--- src/rtl/adsp21xx_loop_ctrl_pkg.sv ---
// adsp21xx_loop_ctrl_pkg: shared widths, condition codes and loop-stack entry type
// Contents:
//   AW            program/counter address width
//   CC_CE         term code meaning "loop until counter expired"
//   CC_TRUE       always-true condition code
//   loop_entry_t  loop-stack entry {end address, termination condition}
package adsp21xx_loop_ctrl_pkg;
    localparam int AW = 14;
    localparam logic [3:0] CC_CE = 4'hE;
    localparam logic [3:0] CC_TRUE = 4'hF;
    typedef struct packed {
        logic [AW-1:0] addr;
        logic [3:0]    term;
    } loop_entry_t;
endpackage

--- src/rtl/adsp21xx_lifo.sv ---
// adsp21xx_lifo: small LIFO with pop-before-push ordering and sticky overflow
// Ports:
//   clk_i, rst_i   clock, synchronous active-high reset
//   ce_i           clock enable for all state
//   push_i/din_i   push request and data
//   pop_i          pop request (ignored when empty)
//   top_o          top entry, 0 when empty
//   empty_o/full_o occupancy flags
//   ovf_o          sticky: a push was discarded because the stack was full
module adsp21xx_lifo #(
    parameter int W     = 8,
    parameter int DEPTH = 4
) (
    input  logic         clk_i,
    input  logic         rst_i,
    input  logic         ce_i,
    input  logic         push_i,
    input  logic         pop_i,
    input  logic [W-1:0] din_i,
    output logic [W-1:0] top_o,
    output logic         empty_o,
    output logic         full_o,
    output logic         ovf_o
);
    localparam int CW = $clog2(DEPTH + 1);
    localparam int IW = DEPTH > 1 ? $clog2(DEPTH) : 1;
    logic [W-1:0]  mem_q [DEPTH];
    logic [CW-1:0] cnt_q, cnt_d, mid, top_idx;
    logic          ovf_q, ovf_d, do_pop, do_push;
    assign empty_o = cnt_q == '0;
    assign full_o  = cnt_q == CW'(DEPTH);
    assign ovf_o   = ovf_q;
    assign top_idx = cnt_q - CW'(1);
    assign top_o   = empty_o ? '0 : mem_q[top_idx[IW-1:0]];
    // The pop is applied first, so pop+push on a full stack replaces the top instead of overflowing.
    always_comb begin
        do_pop  = pop_i & ~empty_o;
        mid     = cnt_q - CW'(do_pop);
        do_push = push_i & (mid != CW'(DEPTH));
        cnt_d   = mid + CW'(do_push);
        ovf_d   = ovf_q | (push_i & ~do_push);
    end
    always_ff @(posedge clk_i) begin
        if (rst_i) begin
            cnt_q <= '0;
            ovf_q <= 1'b0;
        end else if (ce_i) begin
            cnt_q <= cnt_d;
            ovf_q <= ovf_d;
            if (do_push) mem_q[mid[IW-1:0]] <= din_i;
        end
    end
endmodule

--- src/rtl/adsp21xx_loop_ctrl.sv ---
// adsp21xx_loop_ctrl: sequencer loop/counter controller (CNTR, count stack, loop stack)
// Ports:
//   clk_i, rst_i, ce_i          clock, synchronous active-high reset, clock enable
//   fetch_val_i, fetch_addr_i   current fetch, compared against top loop end address
//   do_push_i, do_addr_i/term_i DO UNTIL push of {end addr, term cond}
//   cntr_we_i, cntr_di_i        CNTR load (saves old CNTR on count stack)
//   cntr_dec_i                  CE-test decrement request
//   cnpop_i, lppop_i            explicit count/loop stack pops
//   loop_cond_i                 external evaluation of top_term_o
//   cntr_o, ce_flag_o           counter and expired flag (CNTR==1)
//   top_term_o                  term cond of top loop entry, 0 when empty
//   loop_back_o, loop_exit_o    combinational loop-end decision, gated by ce_i
//   ls/cs_empty_o, ls/cs_ovf_o  stack status
module adsp21xx_loop_ctrl
    import adsp21xx_loop_ctrl_pkg::*;
#(
    parameter int AW         = adsp21xx_loop_ctrl_pkg::AW,
    parameter int LOOP_DEPTH = 4,
    parameter int CNT_DEPTH  = 4
) (
    input  logic          clk_i,
    input  logic          rst_i,
    input  logic          ce_i,
    input  logic          fetch_val_i,
    input  logic [AW-1:0] fetch_addr_i,
    input  logic          do_push_i,
    input  logic [AW-1:0] do_addr_i,
    input  logic [3:0]    do_term_i,
    input  logic          cntr_we_i,
    input  logic [AW-1:0] cntr_di_i,
    input  logic          cntr_dec_i,
    input  logic          cnpop_i,
    input  logic          lppop_i,
    input  logic          loop_cond_i,
    output logic [AW-1:0] cntr_o,
    output logic          ce_flag_o,
    output logic [3:0]    top_term_o,
    output logic          loop_back_o,
    output logic          loop_exit_o,
    output logic          ls_empty_o,
    output logic          cs_empty_o,
    output logic          ls_ovf_o,
    output logic          cs_ovf_o
);
    logic [AW-1:0] cntr_q, cntr_d, cs_top;
    loop_entry_t   ls_top, ls_din;
    logic          ls_full, cs_full, is_ce, loop_end, done, ls_pop, cs_pop;
    assign ls_din     = '{addr: do_addr_i, term: do_term_i};
    assign cntr_o     = cntr_q;
    assign ce_flag_o  = cntr_q == AW'(1);
    assign top_term_o = ls_top.term;
    assign is_ce      = ls_top.term == CC_CE;
    assign loop_end   = ce_i & fetch_val_i & ~ls_empty_o & (fetch_addr_i == ls_top.addr);
    assign done       = is_ce ? ce_flag_o : loop_cond_i;
    assign loop_exit_o = loop_end & done;
    assign loop_back_o = loop_end & ~done;
    assign ls_pop     = loop_exit_o | lppop_i;
    assign cs_pop     = (loop_exit_o & is_ce) | cnpop_i;
    // Priority for the new CNTR: load > count-stack pop > decrement.
    always_comb begin
        cntr_d = cntr_q;
        if ((loop_back_o & is_ce) | (cntr_dec_i & ~ce_flag_o)) cntr_d = cntr_q - AW'(1);
        if (cs_pop & ~cs_empty_o) cntr_d = cs_top;
        if (cntr_we_i) cntr_d = cntr_di_i;
    end
    always_ff @(posedge clk_i) begin
        if (rst_i) cntr_q <= '0;
        else if (ce_i) cntr_q <= cntr_d;
    end
    adsp21xx_lifo #(.W($bits(loop_entry_t)), .DEPTH(LOOP_DEPTH)) u_ls (
        .clk_i(clk_i), .rst_i(rst_i), .ce_i(ce_i),
        .push_i(do_push_i), .pop_i(ls_pop), .din_i(ls_din),
        .top_o(ls_top), .empty_o(ls_empty_o), .full_o(ls_full), .ovf_o(ls_ovf_o)
    );
    adsp21xx_lifo #(.W(AW), .DEPTH(CNT_DEPTH)) u_cs (
        .clk_i(clk_i), .rst_i(rst_i), .ce_i(ce_i),
        .push_i(cntr_we_i), .pop_i(cs_pop), .din_i(cntr_q),
        .top_o(cs_top), .empty_o(cs_empty_o), .full_o(cs_full), .ovf_o(cs_ovf_o)
    );
endmodule

--- config.mk ---
export PLATFORM = sky130hd
export DESIGN_NAME = adsp21xx_loop_ctrl
export DESIGN_NICKNAME = d
export VERILOG_FILES = /design/src/rtl/adsp21xx_loop_ctrl_pkg.sv /design/src/rtl/adsp21xx_lifo.sv /design/src/rtl/adsp21xx_loop_ctrl.sv
export SDC_FILE = /design/constraint.sdc
export NUM_CORES = 1
export LEC_CHECK = 0
export CELL_PAD_IN_SITES_DETAIL_PLACEMENT = 1
export CELL_PAD_IN_SITES_GLOBAL_PLACEMENT = 1
export CORE_MARGIN = 2
export CORE_UTILIZATION = 45
export CTS_CLUSTER_SIZE = 16
export DETAILED_ROUTE_END_ITERATION = 12
export PLACE_DENSITY_LB_ADDON = 0.1
export SYNTH_ARGS = -nofsm -noshare
export SYNTH_HDL_FRONTEND = slang
export SYNTH_SLANG_ARGS = --single-unit
--- constraint.sdc ---
create_clock -name clk_i -period 8.4 [get_ports clk_i]
set_input_delay 0.84 -clock clk_i [delete_from_list [all_inputs] [get_ports clk_i]]
set_output_delay 0.84 -clock clk_i [all_outputs]
set_load 0.005 [all_outputs]
==> flow_summary_export.csv, run 1 <==
group,metric,value,unit
final_layout,layoutNonFillerInstCount,729,
synth,synth-edff-count,128,
sta,finalHoldViolCount,0,
sta,fmax_achieved,192,MHz
route,drtIter0Drc,153,
route,ant_nets,0,
setup_path,max_stage_delay,0.84,ns
synth,yosys_warn_count,0,
clock_tree,cts_max_level,4,
sta,finalWorstPathRequiredPeriod,5.20,ns
synth,synth_async_sr_flop_share,0,
setup_path,cp_common_cell,"sky130_fd_sc_hd__ha_1",
floorplan,fp-row-count,45,
setup_path,critPathCaptureType,"register",
floorplan,floorplan.die_area,16200,um2
pwr,switching_power,0.873,mW
route,route.detailed.drc,0,
synth,post_synth_inst_count,437,
final_layout,register_area,4280,um2
synth,synth_seq_cells,150,
pwr,clock_network_fraction_of_total_power,0.272,
synth,post_synth.cell_area_avg,15.6,um2
synth,synthDominantCellAreaShare,0.563,
clock_tree,clk_path_buf_depth,2,
synth,yosysUniqueCellTypes,64,
final_layout,antenna_cells_inserted,0,
setup_path,worstSetupStartpointType,"register",
clock_tree,postCtsSetupBuffers,0,
setup_path,timing.critical_path.slowest_stage_cell,"sky130_fd_sc_hd__nor4_2",
clock_tree,clock_sink_count,150,
grt,aggregate_global_route_resource_usage,0.216,
grt,first_global_vias,4530,
sta,rsz0062_at_grt,"no",
final_layout,p_r_area_growth_vs_syn,22.7,%
clock_tree,clk-insertion-delay-late,0.42,ns
floorplan,core_area,15000,um2
floorplan,die_height,127,um
synth,synth_seq_area_share,0.628,
sta,fin_ws,3.20,ns
final_layout,multi_input_area,2330,um2
setup_path,timing.critical_path.arrival,5.32,ns
pwr,powerDensity,316,nW/um2
sta,final-setup-viol-count,0,
route,vias_per_cell,5.71,
pwr,power.static_leakage,2.78,nW
grt,grt_first_pass_wirelength,25800,um
placement,pre_cts_ws,3.09,ns
placement,io_buffer_count,80,
grt,grt_antenna_before_repair,0,
sta,slew_headroom,0.348,
setup_path,worst-setup-path-type,"reg -> reg",
sta,timing_max_transition_violations_final,0,
route,detail_route.first_pass.iterations,4,
clock_tree,cts_hold_buf,0,
clock_tree,tritoncts.num_buffers,17,
synth,syn_nets,505,
clock_tree,cts_resized,0,
setup_path,worst-endpoint-required,8.53,ns
pwr,switching_share,0.331,
final_layout,layout-drive-gt1-share,0.153,
final_layout,n_fill_cell,1414,
synth,synth.cell_area,6820,um2
setup_path,timing.critical_path.cells,"inv_1, ha_1, mux4_1, xnor2_1, a41oi_1, a2111oi_4, nand3_2, nor2b_4, inv_2, ha_1, ha_1, inv_1, nor4_2, buf_4",
pwr,seq_power_share,0.366,
synth,netlist.top_cell.by_area,"sky130_fd_sc_hd__edfxtp_1",
route,detailroute.via_count,4160,
synth,yosys-top-cells-area,"sky130_fd_sc_hd__edfxtp_1 (56%), sky130_fd_sc_hd__mux4_2 (7.9%), sky130_fd_sc_hd__dfxtp_1 (6.5%)",
placement,place.detailed.instances,697,
floorplan,die-width,127,um
status,outcome,"complete, no violations",
sta,finClkSkew,0.00890,ns
clock_tree,cts_root_buffer,"sky130_fd_sc_hd__clkbuf_16",
route,routed_wire_length_per_instance,22.2,um
worst_hold_path,min_path_type,"reg -> reg",
sta,final_min_period_over_clock_period,0.619,
pwr,total_power,2.64,mW
floorplan,io_pins,81,
pwr,irDropWorstVdd,161,uV
job,timing.max_cap.violations,0,
floorplan,effective_utilization_at_floorplan,0.454,
setup_path,critical_path.max_fanout,18,
clock_tree,clk_pin_slew_worst_paths,0.06,ns
placement,detailed_place.area,7810,um2
final_layout,stdcell_area,8370,um2
grt,globalRoute.totalOverflow,0,
pwr,cell_internal_pwr,1.77,mW
placement,dpl.hpwl,10900,um
sta,worst-slew-pin-transition,0.969,ns
sta,fin_setup_tns,0,ns
placement,gpl.final_weighted_congestion,0.808,
route,route.final.wire_length,16200,um
grt,grt_start_max_net_pins,34,
synth,ys_dominant_reg_cell,"sky130_fd_sc_hd__edfxtp_1",
final_layout,num-nets-final,596,
clock_tree,tritoncts,"done",
pwr,power.combinational.fraction,0.363,
## cell type report
type	instances	area share
Clock buffer	19	0.0517
Clock inverter	13	0.0145
Inverter	19	0.00852
Multi-Input combinational cell	248	0.279
Sequential cell	150	0.512
Tap cell	188	0.0281
Timing Repair Buffer	92	0.106
## per-stage QoR
stage / hold WS [ns] / util
final: 0.507 / 0.557
after global placement: 0.482 / 0.520
after detailed placement: 0.491 / 0.520
after floorplan: 0.460 / -
after CTS: 0.508 / 0.557
after global routing: 0.536 / 0.557
## synthesized netlist by cell type, types with 5 or more instances
cell,number
sky130_fd_sc_hd__nand2_1,22
sky130_fd_sc_hd__dfxtp_1,22
sky130_fd_sc_hd__mux4_1,8
sky130_fd_sc_hd__a22o_1,5
sky130_fd_sc_hd__buf_6,5
sky130_fd_sc_hd__nor3_1,7
sky130_fd_sc_hd__edfxtp_1,128
sky130_fd_sc_hd__inv_1,17
sky130_fd_sc_hd__nor4_1,11
sky130_fd_sc_hd__xnor2_1,17
sky130_fd_sc_hd__xor2_1,6
sky130_fd_sc_hd__a311oi_1,7
sky130_fd_sc_hd__o211ai_1,8
sky130_fd_sc_hd__ha_1,12
sky130_fd_sc_hd__nand3b_1,8
sky130_fd_sc_hd__mux4_2,24
sky130_fd_sc_hd__clkbuf_1,5
sky130_fd_sc_hd__nor2_1,30
sky130_fd_sc_hd__a21oi_1,8
sky130_fd_sc_hd__nor2b_1,5
## sequential cells by signal (all words and copies together) (netlist names)
register    flops
u_ls.mem_q     72
u_cs.mem_q     56
cntr_o         14
u_cs.cnt_q      3
u_ls.cnt_q      3
u_cs.ovf_o      1
u_ls.ovf_o      1
## worst max-delay path, delay by kind of cell, from the launching register on
kind / cells / cell delay (ns)
AND/OR/NAND/NOR: 3 / 1.47
adder cells (fa/ha/maj): 3 / 1.13
XOR/XNOR: 1 / 0.20
multiplexers: 1 / 0.46
buffers and inverters: 4 / 0.63
AO/OA/AOI/OAI: 2 / 0.66
flip-flops: 1 / 0.34
## power by group through the flow
stage / logic [mW] / registers (mW) / clock network (mW)
floorplan: 0.679 / 0.961 / 0
global placement: 0.940 / 0.977 / 0
detailed placement: 0.961 / 0.981 / 0
CTS: 0.974 / 0.967 / 0.733
global route: 1.05 / 0.975 / 0.766
finish: 0.958 / 0.966 / 0.718
## routing by layer
| layer | vias to the layer above | global-route usage | part of all wire |
|---|---|---|---|
| met5 | - | 0 | 0 |
| met4 | 0 | 0.0718 | 0.0080 |
| li1 | 1924 | - | - |
| met2 | 95 | 0.389 | 0.54 |
| met3 | 8 | 0.0544 | 0.036 |
| met1 | 2133 | 0.252 | 0.42 |
## final timing paths
kind	start	to	slack [ns]	depth (start not counted)
worst max-delay path	u_ls.cnt_q[0]$_SDFFE_PP0P_	u_cs.mem_q[1][4]$_DFFE_PP_	3.20	14
worst min-delay path	u_ls.cnt_q[1]$_SDFFE_PP0P_	u_ls.cnt_q[1]$_SDFFE_PP0P_	0.51	2
worst max register to register	u_ls.cnt_q[0]$_SDFFE_PP0P_	u_cs.mem_q[1][4]$_DFFE_PP_	3.20	14
worst min register to register	u_ls.cnt_q[1]$_SDFFE_PP0P_	u_ls.cnt_q[1]$_SDFFE_PP0P_	0.51	2
## cells by family after synthesis
group,count (synthesis),synth area share
AND/OR/NAND/NOR,121,0.0996
multiplexers,36,0.116
buffers and inverters,39,0.0356
adder cells (fa/ha/maj),12,0.0220
AO/OA/AOI/OAI,56,0.0693
flip-flops,150,0.628
XOR/XNOR,23,0.0295
## layout by cell type (no fill, tap or decap), types with 7 or more instances in the layout
cell type / Yosys / routed
sky130_fd_sc_hd__edfxtp_1: 128 / 128
sky130_fd_sc_hd__clkdlybuf4s50_1: 0 / 80
sky130_fd_sc_hd__nor2_1: 30 / 30
sky130_fd_sc_hd__mux4_2: 24 / 24
sky130_fd_sc_hd__nand2_1: 22 / 22
sky130_fd_sc_hd__dfxtp_1: 22 / 22
sky130_fd_sc_hd__inv_1: 17 / 17
sky130_fd_sc_hd__xnor2_1: 17 / 17
sky130_fd_sc_hd__clkbuf_16: 0 / 17
sky130_fd_sc_hd__ha_1: 12 / 12
sky130_fd_sc_hd__buf_4: 3 / 12
sky130_fd_sc_hd__mux4_1: 8 / 8
sky130_fd_sc_hd__nand3b_1: 8 / 8
sky130_fd_sc_hd__a21oi_1: 8 / 8
sky130_fd_sc_hd__o211ai_1: 8 / 8
sky130_fd_sc_hd__nor3_1: 7 / 7
sky130_fd_sc_hd__a311oi_1: 7 / 7
No activity file was read; power rests on OpenSTA's default activity.
==> inputs of run 2 (changes only) <==
--- a/config.mk
+++ b/config.mk
@@ -8,7 +8,7 @@
 export CELL_PAD_IN_SITES_DETAIL_PLACEMENT = 1
 export CELL_PAD_IN_SITES_GLOBAL_PLACEMENT = 1
 export CORE_MARGIN = 2
-export CORE_UTILIZATION = 45
+export CORE_UTILIZATION = 42
 export CTS_CLUSTER_SIZE = 16
 export DETAILED_ROUTE_END_ITERATION = 12
 export PLACE_DENSITY_LB_ADDON = 0.1
==> constraint.sdc (replaced) <==
create_clock -name clk_i -period 4.4 [get_ports clk_i]
set_input_delay 0.44 -clock clk_i [delete_from_list [all_inputs] [get_ports clk_i]]
set_output_delay 0.44 -clock clk_i [all_outputs]
set_load 0.005 [all_outputs]
==> flow_summary_export.csv, run 2 (same netlist as run 1, synthesis figures left out) <==
group,metric,value,unit
status,outcome,"complete, no violations",
clock_tree,clk_path_buf_depth,2,
clock_tree,cts_root_buffer,"sky130_fd_sc_hd__clkbuf_16",
final_layout,layout_commonest_cell,"sky130_fd_sc_hd__edfxtp_1",
floorplan,die-width,131,um
setup_path,family_with_the_most_delay_on_the_worst_path,"adder cells",
sta,finClkSkew,0.00760,ns
placement,gpl.final_weighted_congestion,0.789,
sta,slew_headroom,0.495,
setup_path,worst-setup-path-type,"reg -> reg",
final_layout,most_used_cells_in_the_layout_excluding_fill_and_tap_cells,"sky130_fd_sc_hd__edfxtp_1 (128), sky130_fd_sc_hd__clkdlybuf4s50_1 (80), sky130_fd_sc_hd__buf_4 (40)",
grt,grt_start_max_net_pins,34,
route,route.detailed.drc,0,
route,ant_nets,0,
final_layout,layout-drive-gt1-share,0.234,
route,route.final.wire_length,17200,um
final_layout,num-nets-final,628,
floorplan,floorplan.die_area,17300,um2
setup_path,worst-endpoint-required,4.69,ns
setup_path,timing.critical_path.slowest_stage_cell,"sky130_fd_sc_hd__a2111oi_4",
grt,grt_first_pass_wirelength,27400,um
final_layout,largest_register_ff_count,72,
final_layout,multi_input_area,2460,um2
sta,final-setup-viol-count,0,
sta,fin_setup_tns,0,ns
setup_path,critical_path.n_buffers_inverters,3,
route,detail_route.first_pass.iterations,4,
sta,final_min_period_over_clock_period,0.952,
grt,first_global_vias,4769,
floorplan,die_height,131,um
route,vias_per_cell,5.43,
sta,worst-slew-pin-transition,0.758,ns
clock_tree,cts_max_level,4,
floorplan,core_area,15900,um2
placement,dpl.hpwl,11700,um
final_layout,p_r_area_growth_vs_syn,30.0,%
pwr,power.static_leakage,3.00,nW
sta,fmax_achieved,239,MHz
final_layout,final_util,0.558,
clock_tree,clk-insertion-delay-late,0.43,ns
grt,aggregate_global_route_resource_usage,0.210,
setup_path,timing.critical_path.cells,"inv_2, ha_4, buf_6, mux4_2, xnor2_2, a41oi_2, a2111oi_4, nand2_2, or2_4, nor2b_2, o21a_1, ha_2, ha_4, inv_2, nor3_4, nor2b_1, ha_1, ha_1, xor2_1, nand2_1, xor2_1, nor2_1",
floorplan,io_pins,81,
job,timing.max_cap.violations,0,
worst_hold_path,min_path_type,"reg -> reg",
clock_tree,clk_pin_slew_worst_paths,0.06,ns
route,detailroute.via_count,4284,
setup_path,max_stage_delay,0.41,ns
setup_path,worstSetupStartpointType,"register",
clock_tree,tritoncts,"done",
clock_tree,tritoncts.num_buffers,17,
setup_path,timing.critical_path.arrival,4.48,ns
floorplan,effective_utilization_at_floorplan,0.429,
clock_tree,cts_hold_buf,0,
final_layout,register_area,4290,um2
setup_path,critPathCaptureType,"register",
setup_path,critical_path.max_fanout,5,
final_layout,n_fill_cell,1531,
grt,globalRoute.totalOverflow,0,
sta,holdWs,0.500,ns
placement,io_buffer_count,80,
clock_tree,clock_sink_count,150,
pwr,powerDensity,625,nW/um2
final_layout,antenna_cells_inserted,0,
route,drtIter0Drc,224,
sta,finalWorstPathRequiredPeriod,4.19,ns
sta,finalHoldViolCount,0,
route,routed_wire_length_per_instance,21.8,um
sta,timing_max_transition_violations_final,0,
pwr,irDropWorstVdd,382,uV
grt,grt_antenna_before_repair,0,
floorplan,fp-row-count,46,
==> run 2: cell types whose count changed in the layout (fill, tap and decap cells not counted), sizes merged <==
| cell | change |
|---|---|
| inv | -5 |
| buf | +32 |
| clkbuf | +6 |
| bufinv | +2 |
| clkinv | -3 |
==> run 2: report_power, final <==
part	switching (mW)	internal [mW]	leakage [nW]	total [mW]
clock network	0.557	0.938	0.288	1.50
logic	1.13	1.08	1.36	2.21
registers	0.0933	1.74	1.35	1.83
==> run 2: worst paths after layout <==
kind	end	cells after the start	slack (ns)	start
setup reg to reg	u_ls.cnt_q[2]$_SDFFE_PP0P_	22	0.21	u_ls.cnt_q[0]$_SDFFE_PP0P_
setup / recovery	u_ls.cnt_q[2]$_SDFFE_PP0P_	22	0.21	u_ls.cnt_q[0]$_SDFFE_PP0P_
hold / removal	u_ls.ovf_o$_SDFFE_PP0P_	2	0.50	u_ls.ovf_o$_SDFFE_PP0P_
hold reg to reg	u_ls.ovf_o$_SDFFE_PP0P_	2	0.50	u_ls.ovf_o$_SDFFE_PP0P_
==> run 2: worst reg2reg max path, stage by stage, from the launching register on <==
cell and delay, ns:
sky130_fd_sc_hd__dfxtp_2 0.36, sky130_fd_sc_hd__inv_2 0.06, sky130_fd_sc_hd__ha_4 0.28, sky130_fd_sc_hd__buf_6 0.12, sky130_fd_sc_hd__mux4_2 0.35, sky130_fd_sc_hd__xnor2_2 0.19
sky130_fd_sc_hd__a41oi_2 0.16, sky130_fd_sc_hd__a2111oi_4 0.41, sky130_fd_sc_hd__nand2_2 0.09, sky130_fd_sc_hd__or2_4 0.24, sky130_fd_sc_hd__nor2b_2 0.15, sky130_fd_sc_hd__o21a_1 0.15
sky130_fd_sc_hd__ha_2 0.18, sky130_fd_sc_hd__ha_4 0.13, sky130_fd_sc_hd__inv_2 0.07, sky130_fd_sc_hd__nor3_4 0.21, sky130_fd_sc_hd__nor2b_1 0.08, sky130_fd_sc_hd__ha_1 0.18
sky130_fd_sc_hd__ha_1 0.18, sky130_fd_sc_hd__xor2_1 0.16, sky130_fd_sc_hd__nand2_1 0.08, sky130_fd_sc_hd__xor2_1 0.15, sky130_fd_sc_hd__nor2_1 0.06
==> run 2: cell type report <==
| class | instances | area share |
|---|---|---|
| Timing Repair Buffer | 124 | 0.132 |
| Clock inverter | 7 | 0.0134 |
| Tap cell | 216 | 0.0305 |
| Multi-Input combinational cell | 248 | 0.278 |
| Sequential cell | 150 | 0.483 |
| Inverter | 19 | 0.00804 |
| Clock buffer | 25 | 0.0548 |
==> run 2: what timing repair did <==
action                     in CTS  in global routing
setup endpoints to repair      27                 36
gates resized for setup         1                 18
buffers inserted                0                  7
pin swaps                       1                  9
==> run 2: per-layer routing <==
metal / track usage / part of all wire
met5: 0 / 0
met4: 0.0731 / 0.017
met1: 0.255 / 0.41
met2: 0.371 / 0.54
met3: 0.0424 / 0.035
==> run 2: through the flow <==
| stage | instances | instance area (um2) | worst slack (ns) | power, mW |
|---|---|---|---|---|
| floorplan | 437 | 6920 | -0.429 | 3.24 |
| global placement | 750 | 8140 | 0.178 | 3.89 |
| detailed placement | 750 | 8140 | 0.0123 | 3.94 |
| CTS | 782 | 8750 | 0.00745 | 5.47 |
| global route | 789 | 8870 | -0.0507 | 5.84 |
| finish | 789 | 8870 | 0.211 | 5.54 |
==> inputs of run 3 (changes only) <==
--- a/config.mk
+++ b/config.mk
@@ -15,3 +15,4 @@
 export SYNTH_ARGS = -nofsm -noshare
 export SYNTH_HDL_FRONTEND = slang
 export SYNTH_SLANG_ARGS = --single-unit
+export TNS_END_PERCENT = 5
==> flow_summary_export.csv, run 3 (same netlist as run 1, synthesis figures left out) <==
group,metric,value,unit
route,route.final.wire_length,17500,um
sta,fmax_achieved,242,MHz
pwr,switching_share,0.326,
clock_tree,tritoncts.num_buffers,17,
sta,worst-slew-pin-transition,0.828,ns
setup_path,worstSetupStartpointType,"register",
placement,gpl.final_weighted_congestion,0.780,
job,timing.max_cap.violations,0,
route,route.detailed.drc,0,
floorplan,die_height,131,um
clock_tree,tritoncts,"done",
setup_path,family_with_the_most_delay_on_the_worst_path,"adder cells",
grt,met1_usage,0.250,
grt,grtUsageMet2,0.383,
route,detailroute.via_count,4280,
grt,first_global_vias,4756,
setup_path,cp_common_cell,"sky130_fd_sc_hd__ha_1",
sta,finClkSkew,0.0100,ns
floorplan,floorplan.die_area,17300,um2
floorplan,die-width,131,um
setup_path,timing.critical_path.cells,"inv_1, ha_4, buf_12, mux4_2, nor4b_2, a21oi_1, a32oi_2, buf_4, nand3_2, nor2b_4, inv_2, ha_1, ha_1, inv_1, nor3_4, nor2_1, ha_1, ha_1, xor2_1, nand2_1, xor2_1, nor2_1",
pwr,power.combinational.fraction,0.394,
final_layout,num-nets-final,621,
setup_path,worst-setup-path-type,"reg -> reg",
setup_path,timing.critical_path.arrival,4.42,ns
final_layout,antenna_cells_inserted,0,
placement,io_buffer_count,80,
final_layout,n_fill_cell,1541,
setup_path,critPathCaptureType,"register",
clock_tree,clock_sink_count,150,
pwr,clock_network_fraction_of_total_power,0.271,
final_layout,final_util,0.550,
sta,final-setup-viol-count,0,
sta,timing_max_transition_violations_final,0,
setup_path,critical_path.n_buffers_inverters,5,
route,routed_wire_length_per_instance,22.4,um
pwr,switching_power,1.77,mW
floorplan,effective_utilization_at_floorplan,0.429,
grt,grt_start_max_net_pins,34,
route,detail_route.first_pass.iterations,6,
floorplan,io_pins,81,
grt,grt_util_met3,0.0394,
pwr,cell_internal_pwr,3.66,mW
setup_path,worst-endpoint-required,4.70,ns
sta,slew_headroom,0.448,
status,outcome,"complete, no violations",
floorplan,core_area,15900,um2
final_layout,largest_register_ff_count,72,
setup_path,critical_path.max_fanout,10,
clock_tree,clk_path_buf_depth,2,
sta,final_min_period_over_clock_period,0.938,
worst_hold_path,min_path_type,"reg -> reg",
setup_path,max_stage_delay,0.35,ns
sta,holdWs,0.510,ns
grt,aggregate_global_route_resource_usage,0.212,
placement,dpl.hpwl,11500,um
grt,grt_antenna_before_repair,0,
grt,grt_first_pass_wirelength,27200,um
setup_path,timing.critical_path.slowest_stage_cell,"sky130_fd_sc_hd__dfxtp_1",
pwr,irDropWorstVdd,284,uV
grt,grt_most_used_layer,"met2",
grt,globalRoute.totalOverflow,0,
final_layout,most_used_cells_in_the_layout_excluding_fill_and_tap_cells,"sky130_fd_sc_hd__edfxtp_1 (128), sky130_fd_sc_hd__clkdlybuf4s50_1 (80), sky130_fd_sc_hd__buf_4 (34)",
final_layout,p_r_area_growth_vs_syn,28.0,%
clock_tree,cts_hold_buf,0,
clock_tree,clk_pin_slew_worst_paths,0.06,ns
pwr,powerDensity,622,nW/um2
clock_tree,cts_root_buffer,"sky130_fd_sc_hd__clkbuf_16",
pwr,power.static_leakage,2.94,nW
route,vias_per_cell,5.47,
final_layout,layout-drive-gt1-share,0.208,
clock_tree,clk-insertion-delay-late,0.43,ns
sta,finalHoldViolCount,0,
final_layout,layout_commonest_cell,"sky130_fd_sc_hd__edfxtp_1",
clock_tree,cts_max_level,4,
pwr,seq_power_share,0.335,
route,ant_nets,0,
route,drtIter0Drc,170,
floorplan,fp-row-count,46,
sta,finalWorstPathRequiredPeriod,4.13,ns
[run 3: cell count changes in the layout (fill, tap and decap cells not counted), sizes merged]
| cell | change |
|---|---|
| inv | +1 |
| clkinv | +4 |
| clkbuf | -5 |
| buf | -7 |
[run 3: path summary, 6_finish.rpt]
path / from / end / slack, ns / depth (start not counted)
min: u_cs.cnt_q[1]$_SDFFE_PP0P_ / u_cs.cnt_q[1]$_SDFFE_PP0P_ / 0.51 / 2
max reg2reg: u_ls.cnt_q[0]$_SDFFE_PP0P_ / u_cs.cnt_q[2]$_SDFFE_PP0P_ / 0.27 / 22
min reg2reg: u_cs.cnt_q[1]$_SDFFE_PP0P_ / u_cs.cnt_q[1]$_SDFFE_PP0P_ / 0.51 / 2
max: u_ls.cnt_q[0]$_SDFFE_PP0P_ / u_cs.cnt_q[2]$_SDFFE_PP0P_ / 0.27 / 22
[run 3: worst register-to-register path: stages, from the launching register on]
cell	delay, ns
sky130_fd_sc_hd__dfxtp_1	0.35
sky130_fd_sc_hd__inv_1	0.09
sky130_fd_sc_hd__ha_4	0.34
sky130_fd_sc_hd__buf_12	0.15
sky130_fd_sc_hd__mux4_2	0.35
sky130_fd_sc_hd__nor4b_2	0.18
sky130_fd_sc_hd__a21oi_1	0.16
sky130_fd_sc_hd__a32oi_2	0.10
sky130_fd_sc_hd__buf_4	0.17
sky130_fd_sc_hd__nand3_2	0.08
sky130_fd_sc_hd__nor2b_4	0.15
sky130_fd_sc_hd__inv_2	0.07
sky130_fd_sc_hd__ha_1	0.18
sky130_fd_sc_hd__ha_1	0.35
sky130_fd_sc_hd__inv_1	0.14
sky130_fd_sc_hd__nor3_4	0.22
sky130_fd_sc_hd__nor2_1	0.07
sky130_fd_sc_hd__ha_1	0.20
sky130_fd_sc_hd__ha_1	0.20
sky130_fd_sc_hd__xor2_1	0.15
sky130_fd_sc_hd__nand2_1	0.08
sky130_fd_sc_hd__xor2_1	0.16
sky130_fd_sc_hd__nor2_1	0.07
[run 3: metrics by stage]
| step | cell area, um2 | power [mW] | TNS [ns] | setup WS (ns) | cells |
|---|---|---|---|---|---|
| 6_report | 8730 | 5.43 | 0 | 0.271 | 782 |
| 5_1_grt | 8730 | 5.71 | -0.0240 | -0.0240 | 782 |
| 4_1_cts | 8680 | 5.40 | 0 | 0.00478 | 781 |
| 3_5_place_dp | 8090 | 3.90 | -0.0692 | -0.0668 | 749 |
| 3_3_place_gp | 8090 | 3.85 | 0 | 0.102 | 749 |
| 2_1_floorplan | 6860 | 3.16 | -38.89 | -0.483 | 437 |
[run 3: power groups by stage]
| stage | Sequential (mW) | Clock, mW | Combinational, mW |
|---|---|---|---|
| 2_1_floorplan | 1.83 | 0 | 1.33 |
| 3_3_place_gp | 1.84 | 0 | 2.01 |
| 3_5_place_dp | 1.85 | 0 | 2.05 |
| 4_1_cts | 1.82 | 1.49 | 2.09 |
| 5_1_grt | 1.84 | 1.54 | 2.33 |
| 6_report | 1.82 | 1.47 | 2.14 |
[run 3: repair_timing]
action	4_1_cts	5_1_grt
pin swaps	0	4
gates resized for setup	2	12
setup buffers	0	1
endpoints found under the setup margin	2	65
[run 3: layout make-up]
cell class                 instances  area [um2]  share of cell area
clock inverter                    12         153              0.0175
timing repair buffer             117        1120               0.128
inverter                          19        71.3             0.00817
sequential                       150        4280               0.491
multi-input combinational        248        2400               0.275
tap                              216         270              0.0309
clock buffer                      20         437              0.0500
[run 3: per-layer routing]
layer,vias to the layer above,part of all wire
met1,2201,0.40
li1,1968,-
met3,22,0.031
met5,-,0
met2,89,0.55
met4,0,0.020
